**src/rtl/ksa_scheduler.sv**
```systemverilog
`default_nettype none
// ============================================================================
//  Module      : ksa_scheduler
//  Description : RC4 key-scheduling stage. Fills S[n]=n, then performs the
//                256 KSA swaps over a single-port S-RAM using a latched key.
//  Revision    : 1.0 - initial release
// ============================================================================
module ksa_scheduler #(
   parameter int RAM_WIDTH  = 8,
   parameter int RAM_LENGTH = 8,
   parameter int KEY_LENGTH = 3
) (
   input  logic                    clk,
   input  logic                    reset,
   input  logic                    start,
   input  logic [8*KEY_LENGTH-1:0] secret_key,
   input  logic [RAM_WIDTH-1:0]    sOut,
   output logic [RAM_LENGTH-1:0]   sAddr,
   output logic [RAM_WIDTH-1:0]    sIn,
   output logic                    sWren,
   output logic                    busy,
   output logic                    finished
);

   localparam int                    c_KIDX_W    = (KEY_LENGTH > 1) ? $clog2(KEY_LENGTH) : 1;
   localparam logic [RAM_LENGTH-1:0] c_I_LAST    = '1;
   localparam logic [c_KIDX_W-1:0]   c_KIDX_LAST = c_KIDX_W'(KEY_LENGTH - 1);

   typedef enum logic [2:0] {
      IDLE     = 3'd0,
      INIT     = 3'd1,
      READ_SI  = 3'd2,
      CALC_J   = 3'd3,
      READ_SJ  = 3'd4,
      WRITE_SI = 3'd5,
      WRITE_SJ = 3'd6,
      DONE     = 3'd7
   } state_t;

   state_t                  r_state;
   state_t                  w_state_next;
   logic [RAM_LENGTH-1:0]   r_i;
   logic [RAM_LENGTH-1:0]   r_j;
   logic [RAM_WIDTH-1:0]    r_si;
   logic [RAM_WIDTH-1:0]    r_sj;
   logic [8*KEY_LENGTH-1:0] r_key;
   logic [c_KIDX_W-1:0]     r_kidx;
   logic                    r_start_q;
   logic                    w_start_edge;
   logic [7:0]              w_key_byte;
   logic [RAM_LENGTH-1:0]   w_j_next;

   assign w_start_edge = start & ~r_start_q;

   // Key byte selected by the wrapping index; byte 0 sits in the MSBs.
   always_comb begin
      w_key_byte = '0;
      for (int k = 0; k < KEY_LENGTH; k++) begin
         if (r_kidx == c_KIDX_W'(k)) begin
            w_key_byte = r_key[8*(KEY_LENGTH-1-k) +: 8];
         end
      end
   end

   // New j, also used directly as the S[j] read address in CALC_J.
   assign w_j_next = r_j + RAM_LENGTH'(sOut) + RAM_LENGTH'(w_key_byte);

   // State register and start edge detector.
   always_ff @(posedge clk or negedge reset) begin
      if (!reset) begin
         r_state   <= IDLE;
         r_start_q <= 1'b0;
      end else begin
         r_state   <= w_state_next;
         r_start_q <= start;
      end
   end

   // Next-state decode and RAM port / status outputs.
   always_comb begin
      w_state_next = r_state;
      sAddr        = '0;
      sIn          = '0;
      sWren        = 1'b0;
      busy         = 1'b1;
      finished     = 1'b0;
      case (r_state)
         IDLE: begin
            busy = 1'b0;
            if (w_start_edge) begin
               w_state_next = INIT;
            end
         end
         INIT: begin
            sAddr = r_i;
            sIn   = RAM_WIDTH'(r_i);
            sWren = 1'b1;
            if (r_i == c_I_LAST) begin
               w_state_next = READ_SI;
            end
         end
         READ_SI: begin
            sAddr        = r_i;
            w_state_next = CALC_J;
         end
         CALC_J: begin
            sAddr        = w_j_next;
            w_state_next = READ_SJ;
         end
         READ_SJ: begin
            sAddr        = r_j;
            w_state_next = WRITE_SI;
         end
         WRITE_SI: begin
            sAddr        = r_i;
            sIn          = r_sj;
            sWren        = 1'b1;
            w_state_next = WRITE_SJ;
         end
         WRITE_SJ: begin
            sAddr        = r_j;
            sIn          = r_si;
            sWren        = 1'b1;
            w_state_next = (r_i == c_I_LAST) ? DONE : READ_SI;
         end
         DONE: begin
            finished     = 1'b1;
            w_state_next = IDLE;
         end
         default: begin
            w_state_next = IDLE;
         end
      endcase
   end

   // Index, swap operands and key register updates.
   always_ff @(posedge clk or negedge reset) begin
      if (!reset) begin
         r_i    <= '0;
         r_j    <= '0;
         r_si   <= '0;
         r_sj   <= '0;
         r_key  <= '0;
         r_kidx <= '0;
      end else begin
         case (r_state)
            IDLE: begin
               if (w_start_edge) begin
                  r_key <= secret_key;
                  r_i   <= '0;
                  r_j   <= '0;
               end
            end
            INIT: begin
               r_i <= r_i + 1'b1;
               if (r_i == c_I_LAST) begin
                  r_j    <= '0;
                  r_kidx <= '0;
               end
            end
            CALC_J: begin
               r_si <= sOut;
               r_j  <= w_j_next;
            end
            READ_SJ: begin
               r_sj <= sOut;
            end
            WRITE_SJ: begin
               r_i    <= r_i + 1'b1;
               r_kidx <= (r_kidx == c_KIDX_LAST) ? '0 : r_kidx + 1'b1;
            end
            default: begin
            end
         endcase
      end
   end

endmodule
`default_nettype wire

```
**config.mk**
```make
export PLATFORM = sky130hd
export DESIGN_NAME = ksa_scheduler
export DESIGN_NICKNAME = d
export VERILOG_FILES = /design/src/rtl/ksa_scheduler.sv
export SDC_FILE = /design/constraint.sdc
export NUM_CORES = 1
export LEC_CHECK = 0
export BUFFER_PORTS_ARGS = -buffer_cell sky130_fd_sc_hd__buf_2
export CAP_MARGIN = 0
export CORE_MARGIN = 8
export CORE_UTILIZATION = 60
export DETAILED_ROUTE_END_ITERATION = 7
export PLACE_DENSITY = 0.91
export SLEW_MARGIN = 5
export SYNTH_ARGS = -nofsm -noshare
export SYNTH_HDL_FRONTEND = slang
export SYNTH_SLANG_ARGS = --single-unit
```
**constraint.sdc**
```tcl
create_clock -name clk -period 6.1 [get_ports clk]
set_input_delay 0.915 -clock clk [delete_from_list [all_inputs] [get_ports clk]]
set_output_delay 0.915 -clock clk [all_outputs]
set_load 0.1 [all_outputs]
```
After elaboration in Yosys (flattened, before gate mapping)
Index checks and enable logic that the tools add are counted.
Widths: inputs -> output; s select.
- flip-flop bits (word level): 62
- bits of input ports: 35
- output and inout port bits: 19
- word-level logic and storage cells: 59
- add/subtract/negate cells: 4
- eq/ne operators: 12
- mux-type cells: 19
- bitwise operators: 2
- reductions and logical operators: 14
- operators by type and width (operator ; count):
    $pmux 8 s3 ; 3
    $mux 8 ; 5
    $pmux 3 s8 ; 1
    $add 8x8->8 ; 2
    $pmux 8 s2 ; 1
    $eq 3x3->1 const B ; 4
    $mux 3 ; 3
    $add 8x1->8 const B ; 1
    $eq 8x8->1 const B ; 1
    $reduce_and 2->1 ; 4
    $eq 3x2->1 const B ; 2
    $reduce_or 3->1 ; 2
    $mux 2 ; 2
    $ne 2x2->1 const B ; 2
    $pmux 2 s2 ; 1
    $reduce_bool 2->1 ; 2
    $reduce_or 2->1 ; 2
    $eq 3x1->1 const B ; 1
    $logic_not 3->1 ; 1
    $mux 1 ; 3
    $reduce_and 3->1 ; 1
    $reduce_bool 3->1 ; 1
    $add 2x1->2 const B ; 1
    $eq 2x1->1 const B ; 1
    other kinds (4) ; 4

Depth between registers and ports, before layout
- depth after elaboration: 6
- gate-level depth with buffers: 14
- depth with buffers taken out: 13

Least setup slack after synthesis
No wires, ideal clock.
- path type: flip-flop to output port
- start: reg r_kidx[0]
- end: out sAddr[7]
- data arrival time: 4.876 ns
- required time: 5.185 ns
- path slack: 0.309 ns
- stages on the path, launching flop included: 15
- buffers on the path: 1
- cells stage by stage: dfrtp_1 > buf_1 > mux2i_1 > nor2_1 > a21oi_1 > fa_1 > inv_1 > ha_1 > inv_1 > fa_1 > nor2b_1 > o31a_1 > o22ai_1 > xnor2_1 > o21ai_0
- longest elaborated chain between the ends: 6
- RTL lines (element ; line ; RTL):
    start: declaration ; 47 ; logic [c_KIDX_W-1:0] r_kidx;
    start signal: assignment ; 170 ; r_kidx <= (r_kidx == c_KIDX_LAST) ? '0 : r_kidx + 1'b1;
    $logic_not 2->1 ; 59 ; if (r_kidx == c_KIDX_W'(k)) begin
    $mux 8 (2 in series) ; 59 ;
    $mux 8 * ; 59 ;
    $add 8x8->8 * ; 66 ; assign w_j_next = r_j + RAM_LENGTH'(sOut) + RAM_LENGTH'(w_key_byte);
    $pmux 8 s3 * ; 87 ; case (r_state)
    end: declaration ; 18 ; output logic [RAM_LENGTH-1:0] sAddr,
Every way passes the cells marked *; elsewhere a longest branch is shown, timed or not.

Worst setup path in the final report
Ends and elaborated chain as after synthesis.

==> results.yml <==
status:
  status: "completed"
critical_path:
  regToRegEndpoint: "r_j[7]"
  cp_max_fo: 13
  critical_path.endpoint_type: "output pin"
  worst_ep_required_time_ns: 5.18
  path_class: "flip-flop to output pin"
  reg2reg_from: "r_kidx[0]"
  reg2reg_depth: 12
  rrSetupSlack_ns: 2.81
  arrival_ns: 4.05
  start_kind: "flip-flop"
clock_tree:
  cts.path.max_buffers: 2
  clk_pin_slew_ns: 0.07
  postCtsHoldBufs: 0
  post_cts_resized: 0
  numCtsBuffers: 9
  post_cts_buffers: 0
  htree_levels: 3
  clockRootBuffer: "clkbuf_8"
  clkLatencyLatePin_ns: 0.34
  cts_tree: "yes"
  clkSinkCount: 62
hold_path:
  hp-class: "flip-flop to flip-flop"
  holdPathStages: 2
  hold_end: "r_si[2]"
  hp-start: "r_si[2]"
logic_synthesis:
  async_flop_share_pct: 100
  syn_nets: 379
  synth_most_common_cell: "dfrtp_1"
  synth_cell_types: 52
  ys_seq_area_share_pct: 44.8
  synth_area_um2: 3460
  synth_seq_cells: 62
  yosys_warnings: 0
  synth_ff_type: "dfrtp_1"
  syn_inst: 329
  synth_commonest_cells: "62 x dfrtp_1, 52 x nand2_1, 18 x o21ai_0"
  synth_top_cell_by_area: "dfrtp_1"
  ys_top_cells_by_area: "dfrtp_1 45%, nand2_1 5.6%, fa_1 4.6%"
  synth_edf_count: 0
  avgSynthCellArea_um2: 10.5
  synth_top_cell_area_share_pct: 44.8
power:
  power.switching_uw: 961
  p_clk_share_pct: 16.6
  pwr-share-comb_pct: 56.4
  swShare_pct: 52.7
  p_per_area_nw_per_um2: 468
  p_seq_share_pct: 27.0
  finalPower_uw: 1820
  ir_drop_v: 0.000619
  leakage_uw: 0.00186
  intPower_uw: 861
routing:
  drt_wl_total_um: 8460
  drtPass1Iterations: 5
  drc: 0
  avgViaCountPerCell: 6.18
  drt.antenna.violating_nets: 0
  wl_per_cell_um: 18.6
  drt_iter0_markers: 176
  vias: 2811
flow_run:
  maxCapViolations: 0
placed_design:
  dp_cells: 441
  gp_congestion: 0.898
  hpwlAfterDp_um: 6170
  port_buffers: 53
global_routing:
  grt_usage_pct: 20.9
  grt_pass1_wl_um: 14300
  grt_start_max_net_pins: 63
  grt_pass1_vias: 3047
  antenna_found_initial: 0
  grt_overflow: 0
floorplan:
  die_h_um: 91.9
  start_util_pct: 62.4
  core_um2: 5540
  rows: 27
  dieWidth_um: 91.9
  dieArea_um2: 8450
  num_io_pins: 54
cells_and_area:
  synthToLayoutAreaGrowth_pct: 12.6
  seq_area_um2: 1550
  fillers: 425
  fin_cells: 455
  antenna_cells: 0
  multi_input_area_um2: 1760
  drive_above_1_share_pct: 24.5
  nets: 430
  fin_util_pct: 70.3
timing:
  fin_crit_sh_pct: 81.4
  finalCriticalPeriod_ns: 4.96
  setup_tns_ns: 0
  slew_viol_final: 0
  hold_viol: 0
  fmax_mhz: 201
  setup_viol: 0
  holdWs_ns: 0.484
  worstMarginPinSlew_ns: 1.09
  finClkSkew_ns: 0.00617
  rsz0062_at_grt: "false"
  relSlewSlack_pct: 27.0
worst max-delay path by stage:
stage	startpoint	end	slack (ns)	depth (start not counted)
after global routing	r_kidx[0]	sAddr[7]	0.86	13
after detailed placement	r_kidx[0]	sAddr[7]	1.54	13
final	r_kidx[0]	sAddr[7]	1.14	13
after floorplan	r_kidx[0]	sAddr[7]	0.31	14
after global placement	r_kidx[0]	sAddr[7]	1.70	13
after CTS	r_kidx[0]	sAddr[7]	1.17	13
metrics by stage:
stage	cell area [µm²]	setup WS, ns
finish	3890	1.14
global route	3890	0.856
CTS	3890	1.17
detailed placement	3740	1.54
global placement	3740	1.70
floorplan	3460	0.309
layout make-up:
type                            instances  area share [%]
Timing Repair Buffer                   55            7.20
Multi-Input combinational cell        237            45.2
Inverter                               15            1.45
Clock buffer                           12            3.73
Sequential cell                        62            39.8
Tap cell                               72            2.31
Clock inverter                          2           0.257
registers in the layout, summed over array words and instances, names as in the netlist:
| name | flops |
|---|---|
| r_kidx | 2 |
| r_state | 3 |
| r_i | 8 |
| r_j | 8 |
| r_sj | 8 |
| r_key | 24 |
| r_start_q | 1 |
| r_si | 8 |
critical path: stages, from the launching register on:
cell	delay (ns)
dfrtp_1	0.59
nor2b_1	0.50
a21oi_1	0.17
fa_1	0.44
inv_1	0.07
ha_1	0.17
inv_1	0.06
fa_1	0.38
nor2b_1	0.23
o31a_1	0.18
o22ai_1	0.09
xnor2_1	0.14
o21ai_0	0.21
buf_2	0.48
power by group through the flow:
stage / registers, µW / clock network (µW) / logic, µW
6_report: 492 / 303 / 1030
5_1_grt: 498 / 325 / 1090
4_1_cts: 492 / 306 / 1020
3_5_place_dp: 499 / 0 / 1020
3_3_place_gp: 497 / 0 / 995
2_1_floorplan: 491 / 0 / 846
cells by family (layout without fill, tap and decap cells):
logic type                 Yosys count  count (layout)  synth area share [%]
adders and majority gates           15              15                  7.16
xor gates and xnor gates             4               4                  1.01
DFF                                 62              62                  44.8
buffers and inverters               30              84                  4.23
muxes                               42              42                  14.4
and+or+nand+nor                     96              96                  13.0
AOI/OAI and AO/OA                   80              80                  15.4
cell usage in the layout, fill, tap and decap left out, types with 6 or more instances in the layout:
cell type,instances
a21oi_1,7
a22oi_1,13
buf_2,53
clkbuf_8,10
dfrtp_1,62
fa_1,8
ha_1,7
inv_1,13
mux2_1,14
mux2_2,8
mux2_4,10
mux2i_1,10
nand2_1,52
nor2_1,14
nor2b_1,6
o21ai_0,18
o21ai_1,13
metal layers:
| layer | up-vias | share of wire [%] | global-route usage [%] |
|---|---|---|---|
| li1 | 1264 | - | - |
| met1 | 1373 | 39 | 24.4 |
| met2 | 136 | 50 | 34.7 |
| met3 | 38 | 7.1 | 4.48 |
| met4 | 0 | 4.1 | 12.1 |
| met5 | - | 0 | 0 |
No activity file was read; power rests on OpenSTA's default activity.
